**src/rtl/csr_access_ctrl_pkg.sv**
```systemverilog
// Shared definitions for the Zicsr access sequencer: funct3 codes,
// FSM state encoding, read-only address field and the operation decode.
package csr_access_ctrl_pkg;

    // Zicsr funct3 encodings (the INST_CSRR* set)
    localparam logic [2:0] INST_CSRRW  = 3'b001;
    localparam logic [2:0] INST_CSRRS  = 3'b010;
    localparam logic [2:0] INST_CSRRC  = 3'b011;
    localparam logic [2:0] INST_CSRRWI = 3'b101;
    localparam logic [2:0] INST_CSRRSI = 3'b110;
    localparam logic [2:0] INST_CSRRCI = 3'b111;

    // csr_addr[11:10] value that marks a read-only CSR
    localparam logic [1:0] CSR_RO_FIELD = 2'b11;

    typedef enum logic [1:0] {
        ST_IDLE   = 2'd0,
        ST_READ   = 2'd1,
        ST_WAIT   = 2'd2,
        ST_COMMIT = 2'd3
    } csr_state_e;

    // Operation class shared by the register and immediate forms
    typedef enum logic [1:0] {
        OP_RW   = 2'd0,
        OP_RS   = 2'd1,
        OP_RC   = 2'd2,
        OP_NONE = 2'd3
    } csr_op_e;

    // funct3[2] only selects the operand source, funct3[1:0] the operation
    function automatic csr_op_e decode_op(input logic [2:0] funct3);
        csr_op_e op;
        case (funct3[1:0])
            2'b01:   op = OP_RW;
            2'b10:   op = OP_RS;
            2'b11:   op = OP_RC;
            default: op = OP_NONE;
        endcase
        return op;
    endfunction

endpackage

```
**src/rtl/csr_access_ctrl_if.sv**
```systemverilog
// Request, CSR-file and GPR write-back signals of the CSR access sequencer.
// The slave modport is the sequencer's view; master is the surrounding
// pipeline / CSR file view.
interface csr_access_ctrl_if #(
    parameter int MXLEN = 32
);
    logic             i_req_valid;
    logic             o_req_ready;
    logic [2:0]       i_funct3;
    logic [11:0]      i_csr_addr;
    logic [4:0]       i_rs1_addr_uimm;
    logic [4:0]       i_rd_addr;
    logic [MXLEN-1:0] i_rs1_data;
    logic [1:0]       i_priv;
    logic [11:0]      o_csr_addr;
    logic             o_csr_rd_en;
    logic             i_csr_rd_valid;
    logic [MXLEN-1:0] i_csr_rd_data;
    logic             o_csr_wr_en;
    logic [MXLEN-1:0] o_csr_wr_data;
    logic             o_rd_we;
    logic [4:0]       o_rd_addr;
    logic [MXLEN-1:0] o_rd_data;
    logic             o_done;
    logic             o_illegal;

    modport slave (
        input  i_req_valid, i_funct3, i_csr_addr, i_rs1_addr_uimm, i_rd_addr,
               i_rs1_data, i_priv, i_csr_rd_valid, i_csr_rd_data,
        output o_req_ready, o_csr_addr, o_csr_rd_en, o_csr_wr_en, o_csr_wr_data,
               o_rd_we, o_rd_addr, o_rd_data, o_done, o_illegal
    );

    modport master (
        output i_req_valid, i_funct3, i_csr_addr, i_rs1_addr_uimm, i_rd_addr,
               i_rs1_data, i_priv, i_csr_rd_valid, i_csr_rd_data,
        input  o_req_ready, o_csr_addr, o_csr_rd_en, o_csr_wr_en, o_csr_wr_data,
               o_rd_we, o_rd_addr, o_rd_data, o_done, o_illegal
    );
endinterface

```
**src/rtl/csr_access_ctrl_alu.sv**
```systemverilog
// Combinational CSR modify unit: (op, old, operand) -> new CSR value.
module csr_access_ctrl_alu
    import csr_access_ctrl_pkg::*;
#(
    parameter int MXLEN = 32
) (
    input  csr_op_e          op,
    input  logic [MXLEN-1:0] old_val,
    input  logic [MXLEN-1:0] operand,
    output logic [MXLEN-1:0] new_val
);

    // Select write / set-bits / clear-bits of the old value
    always_comb begin
        new_val = {MXLEN{1'b0}};
        case (op)
            OP_RW:   new_val = operand;
            OP_RS:   new_val = old_val | operand;
            OP_RC:   new_val = old_val & ~operand;
            default: new_val = {MXLEN{1'b0}};
        endcase
    end

endmodule

```
**src/rtl/csr_access_ctrl.sv**
```systemverilog
// Zicsr initiator-side sequencer: accepts one decoded CSR instruction,
// performs the read / modify / write against the CSR file and returns the
// old value to the GPR write port, flagging illegal accesses.
// Optional build macro: CSR_PRIV_CHECK_EN adds privilege and read-only
// write checks at accept time.
module csr_access_ctrl
    import csr_access_ctrl_pkg::*;
#(
    parameter int MXLEN      = 32,
    parameter int RD_TIMEOUT = 15
) (
    input  logic             i_clk,
    input  logic             i_rst,
    csr_access_ctrl_if.slave bus
);

    localparam int CNT_W = (RD_TIMEOUT < 1) ? 1 : $clog2(RD_TIMEOUT + 1);
    localparam logic [CNT_W-1:0] CNT_LAST = CNT_W'(RD_TIMEOUT - 1);
    localparam logic [CNT_W-1:0] CNT_MAX  = {CNT_W{1'b1}};

    // FSM and latched request
    csr_state_e       state_r;
    csr_op_e          op_r;
    logic [MXLEN-1:0] operand_r;
    logic [4:0]       rd_idx_r;
    logic             do_write_r;
    logic [CNT_W-1:0] cnt_r;

    // Registered outputs
    logic             ready_r;
    logic [11:0]      csr_addr_r;
    logic             rd_en_r;
    logic             wr_en_r;
    logic [MXLEN-1:0] wr_data_r;
    logic             rd_we_r;
    logic [4:0]       rd_addr_out_r;
    logic [MXLEN-1:0] rd_data_r;
    logic             done_r;
    logic             illegal_r;

    // Request decode (valid only while in IDLE)
    csr_op_e          req_op_s;
    logic [MXLEN-1:0] req_operand_s;
    logic             req_do_read_s;
    logic             req_do_write_s;
    logic             req_priv_fault_s;
    logic             req_illegal_s;

    // ALU operand selection
    csr_op_e          alu_op_s;
    logic [MXLEN-1:0] alu_operand_s;
    logic [MXLEN-1:0] alu_old_s;
    logic [MXLEN-1:0] alu_new_s;

    // Decode the incoming instruction into operation, operand and access needs
    always_comb begin
        req_op_s = decode_op(bus.i_funct3);
        if (bus.i_funct3[2]) begin
            req_operand_s = {{(MXLEN-5){1'b0}}, bus.i_rs1_addr_uimm};
        end else begin
            req_operand_s = bus.i_rs1_data;
        end
        if (req_op_s == OP_RW) begin
            req_do_read_s  = (bus.i_rd_addr != 5'd0);
            req_do_write_s = 1'b1;
        end else begin
            req_do_read_s  = 1'b1;
            req_do_write_s = (bus.i_rs1_addr_uimm != 5'd0);
        end
    end

`ifdef CSR_PRIV_CHECK_EN
    // Privilege-level and read-only-write checks on the incoming request
    always_comb begin
        if ((bus.i_priv < bus.i_csr_addr[9:8]) ||
            ((bus.i_csr_addr[11:10] == CSR_RO_FIELD) && req_do_write_s)) begin
            req_priv_fault_s = 1'b1;
        end else begin
            req_priv_fault_s = 1'b0;
        end
    end
`else
    // Without the check, privilege is ignored and read-only writes go to the CSR file
    logic unused_priv_s;
    assign unused_priv_s    = ^bus.i_priv;
    assign req_priv_fault_s = 1'b0;
`endif

    assign req_illegal_s = (req_op_s == OP_NONE) || req_priv_fault_s;

    // Feed the ALU from the live request in IDLE, else from the latched one
    always_comb begin
        if (state_r == ST_IDLE) begin
            alu_op_s      = req_op_s;
            alu_operand_s = req_operand_s;
        end else begin
            alu_op_s      = op_r;
            alu_operand_s = operand_r;
        end
        if (state_r == ST_WAIT) begin
            alu_old_s = bus.i_csr_rd_data;
        end else begin
            alu_old_s = {MXLEN{1'b0}};
        end
    end

    csr_access_ctrl_alu #(
        .MXLEN(MXLEN)
    ) u_alu (
        .op      (alu_op_s),
        .old_val (alu_old_s),
        .operand (alu_operand_s),
        .new_val (alu_new_s)
    );

    // Sequencer FSM with registered strobes and data outputs
    always_ff @(posedge i_clk) begin
        if (i_rst) begin
            state_r       <= ST_IDLE;
            op_r          <= OP_NONE;
            operand_r     <= {MXLEN{1'b0}};
            rd_idx_r      <= 5'd0;
            do_write_r    <= 1'b0;
            cnt_r         <= {CNT_W{1'b0}};
            ready_r       <= 1'b1;
            csr_addr_r    <= 12'd0;
            rd_en_r       <= 1'b0;
            wr_en_r       <= 1'b0;
            wr_data_r     <= {MXLEN{1'b0}};
            rd_we_r       <= 1'b0;
            rd_addr_out_r <= 5'd0;
            rd_data_r     <= {MXLEN{1'b0}};
            done_r        <= 1'b0;
            illegal_r     <= 1'b0;
        end else begin
            // strobes are single-cycle unless re-asserted below
            rd_en_r <= 1'b0;
            wr_en_r <= 1'b0;
            rd_we_r <= 1'b0;
            done_r  <= 1'b0;
            case (state_r)
                ST_IDLE: begin
                    if (bus.i_req_valid) begin
                        ready_r       <= 1'b0;
                        csr_addr_r    <= bus.i_csr_addr;
                        op_r          <= req_op_s;
                        operand_r     <= req_operand_s;
                        rd_idx_r      <= bus.i_rd_addr;
                        do_write_r    <= req_do_write_s;
                        rd_addr_out_r <= bus.i_rd_addr;
                        if (req_illegal_s) begin
                            state_r   <= ST_COMMIT;
                            done_r    <= 1'b1;
                            illegal_r <= 1'b1;
                        end else if (req_do_read_s) begin
                            state_r <= ST_READ;
                            rd_en_r <= 1'b1;
                        end else begin
                            // write-only: RW/RWI to x0, old value never needed
                            state_r   <= ST_COMMIT;
                            done_r    <= 1'b1;
                            illegal_r <= 1'b0;
                            wr_en_r   <= req_do_write_s;
                            wr_data_r <= alu_new_s;
                            rd_data_r <= {MXLEN{1'b0}};
                        end
                    end
                end
                ST_READ: begin
                    state_r <= ST_WAIT;
                    cnt_r   <= {CNT_W{1'b0}};
                end
                ST_WAIT: begin
                    if (bus.i_csr_rd_valid) begin
                        state_r   <= ST_COMMIT;
                        done_r    <= 1'b1;
                        illegal_r <= 1'b0;
                        wr_en_r   <= do_write_r;
                        wr_data_r <= alu_new_s;
                        rd_we_r   <= (rd_idx_r != 5'd0);
                        rd_data_r <= bus.i_csr_rd_data;
                    end else if (cnt_r == CNT_LAST) begin
                        // read abandoned: report illegal, never retried
                        state_r   <= ST_COMMIT;
                        done_r    <= 1'b1;
                        illegal_r <= 1'b1;
                    end else if (cnt_r != CNT_MAX) begin
                        cnt_r <= cnt_r + {{(CNT_W-1){1'b0}}, 1'b1};
                    end else begin
                        cnt_r <= cnt_r;
                    end
                end
                ST_COMMIT: begin
                    state_r       <= ST_IDLE;
                    ready_r       <= 1'b1;
                    csr_addr_r    <= 12'd0;
                    illegal_r     <= 1'b0;
                    wr_data_r     <= {MXLEN{1'b0}};
                    rd_data_r     <= {MXLEN{1'b0}};
                    rd_addr_out_r <= 5'd0;
                end
                default: begin
                    state_r <= ST_IDLE;
                    ready_r <= 1'b1;
                end
            endcase
        end
    end

    assign bus.o_req_ready   = ready_r;
    assign bus.o_csr_addr    = csr_addr_r;
    assign bus.o_csr_rd_en   = rd_en_r;
    assign bus.o_csr_wr_en   = wr_en_r;
    assign bus.o_csr_wr_data = wr_data_r;
    assign bus.o_rd_we       = rd_we_r;
    assign bus.o_rd_addr     = rd_addr_out_r;
    assign bus.o_rd_data     = rd_data_r;
    assign bus.o_done        = done_r;
    assign bus.o_illegal     = illegal_r;

endmodule

```
**src/flat_wrapper.sv**
```systemverilog
// flat-port wrapper written by rule: the top's interface ports become plain ports
module csr_access_ctrl_flat import csr_access_ctrl_pkg::*;
#(
    parameter int MXLEN      = 32,
    parameter int RD_TIMEOUT = 15
)
  (i_clk, i_rst, bus_i_req_valid, bus_i_funct3, bus_i_csr_addr, bus_i_rs1_addr_uimm, bus_i_rd_addr, bus_i_rs1_data, bus_i_priv, bus_i_csr_rd_valid, bus_i_csr_rd_data, bus_o_req_ready, bus_o_csr_addr, bus_o_csr_rd_en, bus_o_csr_wr_en, bus_o_csr_wr_data, bus_o_rd_we, bus_o_rd_addr, bus_o_rd_data, bus_o_done, bus_o_illegal);
  csr_access_ctrl_if #(.MXLEN(MXLEN)) bus_i ();
  input  logic i_clk;
  input  logic i_rst;
  input wire logic [$bits(bus_i.i_req_valid)-1:0] bus_i_req_valid;
  input wire logic [$bits(bus_i.i_funct3)-1:0] bus_i_funct3;
  input wire logic [$bits(bus_i.i_csr_addr)-1:0] bus_i_csr_addr;
  input wire logic [$bits(bus_i.i_rs1_addr_uimm)-1:0] bus_i_rs1_addr_uimm;
  input wire logic [$bits(bus_i.i_rd_addr)-1:0] bus_i_rd_addr;
  input wire logic [$bits(bus_i.i_rs1_data)-1:0] bus_i_rs1_data;
  input wire logic [$bits(bus_i.i_priv)-1:0] bus_i_priv;
  input wire logic [$bits(bus_i.i_csr_rd_valid)-1:0] bus_i_csr_rd_valid;
  input wire logic [$bits(bus_i.i_csr_rd_data)-1:0] bus_i_csr_rd_data;
  output wire logic [$bits(bus_i.o_req_ready)-1:0] bus_o_req_ready;
  output wire logic [$bits(bus_i.o_csr_addr)-1:0] bus_o_csr_addr;
  output wire logic [$bits(bus_i.o_csr_rd_en)-1:0] bus_o_csr_rd_en;
  output wire logic [$bits(bus_i.o_csr_wr_en)-1:0] bus_o_csr_wr_en;
  output wire logic [$bits(bus_i.o_csr_wr_data)-1:0] bus_o_csr_wr_data;
  output wire logic [$bits(bus_i.o_rd_we)-1:0] bus_o_rd_we;
  output wire logic [$bits(bus_i.o_rd_addr)-1:0] bus_o_rd_addr;
  output wire logic [$bits(bus_i.o_rd_data)-1:0] bus_o_rd_data;
  output wire logic [$bits(bus_i.o_done)-1:0] bus_o_done;
  output wire logic [$bits(bus_i.o_illegal)-1:0] bus_o_illegal;
  assign bus_i.i_req_valid = bus_i_req_valid;
  assign bus_i.i_funct3 = bus_i_funct3;
  assign bus_i.i_csr_addr = bus_i_csr_addr;
  assign bus_i.i_rs1_addr_uimm = bus_i_rs1_addr_uimm;
  assign bus_i.i_rd_addr = bus_i_rd_addr;
  assign bus_i.i_rs1_data = bus_i_rs1_data;
  assign bus_i.i_priv = bus_i_priv;
  assign bus_i.i_csr_rd_valid = bus_i_csr_rd_valid;
  assign bus_i.i_csr_rd_data = bus_i_csr_rd_data;
  assign bus_o_req_ready = bus_i.o_req_ready;
  assign bus_o_csr_addr = bus_i.o_csr_addr;
  assign bus_o_csr_rd_en = bus_i.o_csr_rd_en;
  assign bus_o_csr_wr_en = bus_i.o_csr_wr_en;
  assign bus_o_csr_wr_data = bus_i.o_csr_wr_data;
  assign bus_o_rd_we = bus_i.o_rd_we;
  assign bus_o_rd_addr = bus_i.o_rd_addr;
  assign bus_o_rd_data = bus_i.o_rd_data;
  assign bus_o_done = bus_i.o_done;
  assign bus_o_illegal = bus_i.o_illegal;
  csr_access_ctrl #(.MXLEN(MXLEN), .RD_TIMEOUT(RD_TIMEOUT)) u_core (.i_clk(i_clk), .i_rst(i_rst), .bus(bus_i));
endmodule
```
**config.mk**
```make
export PLATFORM = sky130hd
export DESIGN_NAME = csr_access_ctrl_flat
export DESIGN_NICKNAME = d
export VERILOG_FILES = /design/src/rtl/csr_access_ctrl_pkg.sv /design/src/rtl/csr_access_ctrl_if.sv /design/src/rtl/csr_access_ctrl_alu.sv /design/src/rtl/csr_access_ctrl.sv /design/src/flat_wrapper.sv
export SDC_FILE = /design/constraint.sdc
export NUM_CORES = 1
export LEC_CHECK = 0
export CORE_MARGIN = 10
export CORE_UTILIZATION = 40
export CTS_CLUSTER_DIAMETER = 150
export CTS_CLUSTER_SIZE = 12
export DETAILED_ROUTE_END_ITERATION = 12
export HOLD_SLACK_MARGIN = 0.05
export PLACE_DENSITY = 0.69
export SETUP_SLACK_MARGIN = 0.15
export SLEW_MARGIN = 20
export SYNTH_ARGS = -nofsm -noshare
export SYNTH_HDL_FRONTEND = slang
export SYNTH_HIERARCHICAL = 1
export SYNTH_SLANG_ARGS = --single-unit
```
**constraint.sdc**
```tcl
create_clock -name i_clk -period 4.5 [get_ports i_clk]
set_input_delay 0.9 -clock i_clk [delete_from_list [all_inputs] [get_ports i_clk]]
set_output_delay 0.9 -clock i_clk [all_outputs]
set_load 0.02 [all_outputs]
```
==> summary.md <==
| Metric | Value |
|---|---|
| Outcome | complete, no violations |
| Leading area contributor after synthesis | dfxtp_1 |
| RePlAce Congestion | slightly above 0.8 |
| GR Util All Layers | 18.9% |
| Cell Area, Placed | 8880 µm² |
| Sequential share of the synthesized area | 38.4% |
| Critical path class | primary input to flop |
| Worst skew pair latency | just over 0.4 ns |
| Drt initial violations | 457 |
| Antenna violations before repair | 0 |
| Async set-reset flop share out of synthesis | 0% |
| Via density | 5.45 |
| Mapped Area | 6930 µm² |
| Global-route wire length before repair | approximately 34000 µm |
| Lkg Pwr | between 3 and 4 nW |
| Req. time, crit path | 4.80 ns |
| Setup_tns | 0 ns |
| Synthesized instance count | 797 |
| Hold Path Cell Cnt | 2 |
| Reg2Reg Setup Slack | approximately 1.4 ns |
| Cell area after layout | approximately 9400 µm² |
| Crit Path Max Fanout | 33 |
| Critical R2R Launch | u_core/state_r[1] |
| Post-CTS setup buffer count | 0 |
| Peak VDD IR | 0.000319 V |
| Top sig layer | met4 |
| WL met3 | between 1500 and 2000 µm |
| Hpwl dp | between 10000 and 15000 µm |
| Hold-fix buffers at CTS | 0 |
| EDFF count, synth | 0 |
| Setup crit end kind | flop |
| Sequence of cells on the critical path | clkdlybuf4s50_1, inv_1, ha_1, nor2_1, a21oi_4, nand2b_4, o311ai_0, a22o_1 |
| Die Span X | 152 µm |
| Site row count | 48 |
| Layout Skew | 0.00561 ns |
| Post-CTS resize count | 0 |
| CP arrival | 3.91 ns |
| Fillers | 1592 |
| Share of total power in sequential cells | 28.2% |
| Met2 wire length | 10600 µm |
| Synth Register Bits | between 100 and 150 |
| Remaining antenna violation count | 0 |
| Share of cells above drive strength 1 | roughly 16% |
| Initial cell density of the core | 40.5% |
| Switching Share | about two fifths |
| Wirelength per Cell | 18.9 µm |
| CTS Sinks | 133 |
| Mapped Avg Cell Area | 8.70 µm² |
| CP delay by family, top | compound AO/OA/AOI/OAI gates |
| CP Launch Type | primary input |
| CP max stage cell | a21oi_4 |
| Fmax | 277 MHz |
| Setup violators final | 0 |
| Worst Hold End | u_core/operand_r[5] |
| Die height | 152 µm |
| I/O pins | 182 |
| Largest net degree at the start of global routing | 60 |
| Final WL | ~22000 µm |
| Power share of the clock group | 25.8% |
| Final Hold Viols | 0 |
| Min-delay worst type | flop to flop |
| DRC errors left | 0 |
| H-tree depth | 4 |
| Combinational Power Share | 46.0% |
| Max-Cap Viols | 0 |
| Area share of the largest cell type after synthesis | 38.4% |
| Worst path max stage delay | just under 0.9 ns |
| Met1 wire length | between 9000 and 10000 µm |
| Cell Int Power | slightly above 0.003 W |
| Clock-pin slew on the worst setup and hold paths | approximately 0.060 ns |
| Grt ovf | 0 |
| Main area contributors after synthesis | dfxtp_1 38%, a21oi_1 8.2%, o32ai_2 7.0% |
| R2R depth | 7 |
| Top FF cell, synth | dfxtp_1 |
| Fin. max-slew vios | 0 |
| Yosys warns | 6 |
| DR vias | 6427 |
| Via count of the first global-routing pass | 6298 |
| Final period util | roughly 80% |
| Reg2reg end | u_core/bus.o_csr_wr_data[30] |
| DIE AREA | about 23000 µm² |
| Num CTS Buffers | 17 |
| Core ar. | around 17000 µm² |
| Sw power | 0.00204 W |
| Worst Path Buf+Inv | 2 |
| Final min period | 3.61 ns |
| CTS tree | yes |
| Count leader, synth | dfxtp_1 |
| RSZ-0062 raised after global routing | no |
| Hold path start | u_core/operand_r[5] |
| Deepest clock path buffer count | 2 |
| Clock root cell | clkbuf_16 |
| Synth Net Count | 902 |
| Antenna diodes | 0 |
| Slew headroom | 27.6% |
| Drt first pass iters | 4 |
| Nets@finish | around 1.0k |
| IO Port Bufs | between 150 and 200 |
| Commonest cells post-synth | 133 x dfxtp_1, 113 x a21oi_1, 101 x nand2_1 |
| Slew @ Worst Pin | about 1.1 ns |
| Syn-to-layout area delta | 36.1% |
| Final Power | roughly 0.0051 W |
| Yosys cell types | 47 |
| P per Cell Area | 543 nW/µm² |
layer usage:
layer	global-route usage [%]	vias to the layer above
li1	-	3149
met1	23.1	3076
met2	31.3	183
met3	5.76	19
met4	5.53	0
met5	0	-
worst min-delay path, stage by stage (launching register included):
cell and delay, ns:
dfxtp_1 0.30, nand2_1 0.05, a21oi_1 0.05
power by group through the flow:
stage / Combinational [W] / Clock [W] / Sequential [W]
finish: 0.00236 / 0.00132 / 0.00145
global route: 0.00254 / 0.00140 / 0.00146
CTS: 0.00236 / 0.00135 / 0.00145
detailed placement: 0.00236 / 0 / 0.00147
global placement: 0.00232 / 0 / 0.00146
floorplan: 0.00148 / 0 / 0.00158
cell type report:
cell class	instances	area [µm²]	share of cell area, %
clock buffers	25	475	5.04
clock inverters	5	75.1	0.796
inverters	42	158	1.67
multi-input cells	554	3860	40.9
flip-flops and latches	133	2660	28.2
well taps	225	282	2.98
repair buffers	196	1920	20.4
logic make-up after synthesis:
logic type | count (synthesis) | synth area share, %
and+or+nand+nor | 234 | 16.7
adders and majority gates | 10 | 1.80
buffers and inverters | 110 | 7.02
DFF | 133 | 38.4
muxes | 32 | 5.11
AOI/OAI and AO/OA | 278 | 31.0
how the worst max path moves through the flow:
stage / startpoint / to / slack (ns) / cells after the start
4_1_cts: bus_i_funct3[0] / u_core/bus.o_csr_wr_data[30] / 0.95 / 8
5_1_grt: bus_i_funct3[0] / u_core/bus.o_csr_wr_data[30] / 0.71 / 8
3_3_place_gp: bus_i_funct3[1] / u_core/bus.o_csr_wr_data[30] / 0.58 / 8
2_1_floorplan: bus_i_rd_addr[4] / u_core/bus.o_rd_data[11] / 1.85 / 5
6_report: bus_i_funct3[0] / u_core/bus.o_csr_wr_data[30] / 0.89 / 8
3_5_place_dp: bus_i_funct3[0] / u_core/bus.o_csr_wr_data[30] / 0.49 / 8
registers in the layout, indices dropped and copies added, names as in the netlist:
register                  flops
u_core/bus.o_rd_data         32
u_core/state_r                2
u_core/bus.o_rd_we            1
u_core/bus.o_req_ready        1
u_core/operand_r             32
u_core/do_write_r             1
u_core/op_r                   2
u_core/bus.o_csr_wr_en        1
u_core/bus.o_csr_addr        12
u_core/rd_idx_r               5
u_core/bus.o_done             1
u_core/bus.o_rd_addr          5
u_core/bus.o_csr_rd_en        1
u_core/bus.o_csr_wr_data     32
u_core/cnt_r                  4
u_core/bus.o_illegal          1
placed cells by master, fill, tap and decap left out, drive strengths merged, types with 2 or more instances in the layout:
cell,netlist,layout
a211o,2,2
a211oi,6,6
a21oi,113,113
a221o,32,32
a22o,32,32
a22oi,17,17
and2,33,33
buf,31,19
bufinv,0,2
clkbuf,36,25
clkdlybuf4s50,0,177
clkinv,0,3
dfxtp,133,133
ha,10,10
inv,42,42
mux2,27,27
mux2i,5,5
nand2,101,101
nand2b,4,4
nand3,4,4
nor2,42,42
nor2b,31,31
nor3,4,4
nor4,3,3
o211ai,2,2
o21ai,36,36
o311ai,2,2
o32ai,31,31
or2,2,2
or3,2,2
or4,3,3
stage by stage:
stage	setup WS, ns	utilization, %	hold WS (ns)	std cells
floorplan	1.85	-	0.434	797
global placement	0.575	51.9	0.439	1150
detailed placement	0.490	51.9	0.445	1150
CTS	0.952	55.1	0.452	1180
global route	0.705	55.1	0.474	1180
finish	0.893	55.1	0.451	1180
Note: power is estimated with default switching activity, not from simulation.
==> patch (config.mk and constraints unchanged) <==
The option `CSR_PRIV_CHECK_EN` is turned on by a define.
--- a/src/rtl/csr_access_ctrl.sv
+++ b/src/rtl/csr_access_ctrl.sv
@@ -3,6 +3,8 @@
 // old value to the GPR write port, flagging illegal accesses.
 // Optional build macro: CSR_PRIV_CHECK_EN adds privilege and read-only
 // write checks at accept time.
+`define CSR_PRIV_CHECK_EN
+
 module csr_access_ctrl
     import csr_access_ctrl_pkg::*;
 #(
Formal check against the unedited RTL: not equivalent (a bounded check fails within 4 cycles, from zero or initial values and one cycle with i_rst high).
==> patch against the unedited design <==
Sequential share of layout area decreased by 0.22 points. Count of clock-buffer cells in the layout down 4. Critical endpoint is now u_core/bus.o_rd_data[17]. Area after synthesis is 0.45% higher. Largest cell class unchanged. Routed wire length is 2.7% higher. Hold slack about the same. Critical path depth decreased by 1. Global-route usage is essentially flat. Worst setup slack improved by 230 ps. Largest power group unchanged. Cell area is 0.77% higher. Sequential cell count did not move. Total power up 10%. Clock power is 14% higher.
==> patch: results (changes against the unedited design) <==
STA
  – WHS: 451 ps (about the same)
  – Transition time of the tightest slew-check pin: 851 ps (was 1080 ps)

Worst setup path
  – Top cell family by delay on the critical path: simple AND/OR/NAND/NOR gates (was compound AO/OA/AOI/OAI gates)
  – Arrival time at the worst endpoint: 3660 ps (was 3910 ps)
  – Standard cell with the maximum stage delay on the critical path: o31a_2 (was a21oi_4)
  – Cell depth of the worst flop-to-flop path: 10 (was 7)
  – Critical Path Fanout Max: 42 (was 33)
  – Slowest stage delay, CP: 620 ps (was 870 ps)
  – Slack of the worst reg-to-reg path: 1620 ps (was 1380 ps)

Global routing
  – Total global-route track usage: 18.9% (about the same)
  – Pin count of the biggest net entering global routing: 60 (unchanged)
  – Global-route wire length before repair: 35,900 um (was 34,500 um)
  – Via count of the first global-routing pass: 6,352 (was 6,298)

Detailed routing
  – Met2 WL: 11,200 um (was 10,600 um)
  – DRT iter0 DRCs: 463 (was 457)
  – Detail-routed via count per cell: 5.48 (was 5.45)
  – Detailed Route WL: 22,900 um (was 22,300 um)
  – WL met3: 1300 um (was 1650 um)
  – Router iterations before antenna repair: 5 (was 4)

Yosys
  – Synthesized netlist cell count: 835 (was 797)
  – Area contributors post-synth: dfxtp_1, a21oi_1, o32ai_2 (unchanged)
  – Mapped Nets: 941 (was 902)
  – Distinct cells, synth: 42 (was 47)

Status
  – Run status: complete, no violations (unchanged)

CTS
  – Clk buf depth: 2 (unchanged)

Worst hold path
  – Startpoint of the tightest hold check path: u_core/operand_r[25] (was u_core/operand_r[5])
  – Endpoint of the worst hold-timing path: u_core/operand_r[25] (was u_core/operand_r[5])

Cells and area
  – Total of fill cells in the finished design: 1,583 (was 1,592)
  – Fraction of layout instances using a drive strength above 1: 12.2% (was 15.6%)
  – Non-filler instance count after layout: 1,214 (was 1,180)
  – Nets: 1,082 (was 1,049)

Power
  – Worst vdd rail ir drop: 0.379 mV (was 0.319 mV)
  – Design internal power: 3280 uW (was 3080 uW)
==> patch: layout make-up <==
cell class                 count  area [sq um]  share of cell area [%]
clock buffer                  21           450                    4.74
clock inverter                11           180                    1.90
inverter                      40           150                    1.58
multi-input combinational    582          3790                    39.9
sequential                   133          2660                    28.0
tap                          225           282                    2.96
timing repair buffer         202          1990                    21.0
==> patch: power groups by stage <==
| stage | clock, uW | sequential [uW] | combinational (uW) |
|---|---|---|---|
| after floorplan | 0 | 1550 | 1800 |
| after global placement | 0 | 1440 | 2670 |
| after detailed placement | 0 | 1440 | 2700 |
| after CTS | 1520 | 1420 | 2710 |
| after global routing | 1580 | 1440 | 2910 |
| final | 1510 | 1420 | 2710 |
==> patch: worst max path at each step <==
| stage | from | to | slack [ps] | depth (start not counted) |
|---|---|---|---|---|
| floorplan | bus_i_rs1_addr_uimm[4] | u_core/bus.o_rd_data[27] | 1680 | 7 |
| global placement | bus_i_rd_addr[4] | u_core/bus.o_rd_data[11] | 790 | 7 |
| detailed placement | bus_i_rd_addr[4] | u_core/bus.o_rd_data[17] | 690 | 7 |
| CTS | bus_i_rd_addr[4] | u_core/bus.o_rd_data[17] | 1130 | 7 |
| global route | bus_i_rs1_addr_uimm[3] | u_core/bus.o_rd_data[17] | 1050 | 7 |
| finish | bus_i_rd_addr[4] | u_core/bus.o_rd_data[17] | 1120 | 7 |
==> patch: through the flow <==
stage | setup WS, ps | instance area (sq um) | utilization, % | total power [uW]
CTS | 1130 | 9510 | 55.3 | 5650
detailed placement | 690 | 8880 | 51.7 | 4140
finish | 1120 | 9510 | 55.3 | 5640
global route | 1050 | 9510 | 55.3 | 5930
floorplan | 1680 | 6970 | - | 3350
global placement | 789 | 8880 | 51.7 | 4110
==> patch: cell families (layout without fill, tap and decap cells) <==
kind of cell | count (synthesis) | in the layout | share of synthesized area (%)
flops | 133 | 133 | 38.2
fa+ha+maj | 11 | 11 | 1.98
buf+inv | 120 | 274 | 7.74
xor+xnor | 2 | 2 | 0.252
compound gates | 274 | 274 | 26.2
simple gates | 263 | 263 | 20.5
mux | 32 | 32 | 5.08
==> patch: routing by layer <==
layer	GRT usage (%)	up-vias
met1	23.2	3166
met2	31.6	221
met3	5.05	20
li1	-	3242
met4	5.46	0
met5	0	-
==> patch: worst min-delay path, cell delays in order (launching register included) <==
cell and delay [ps]:
dfxtp_1 300, nand2_1 50, a21oi_1 50
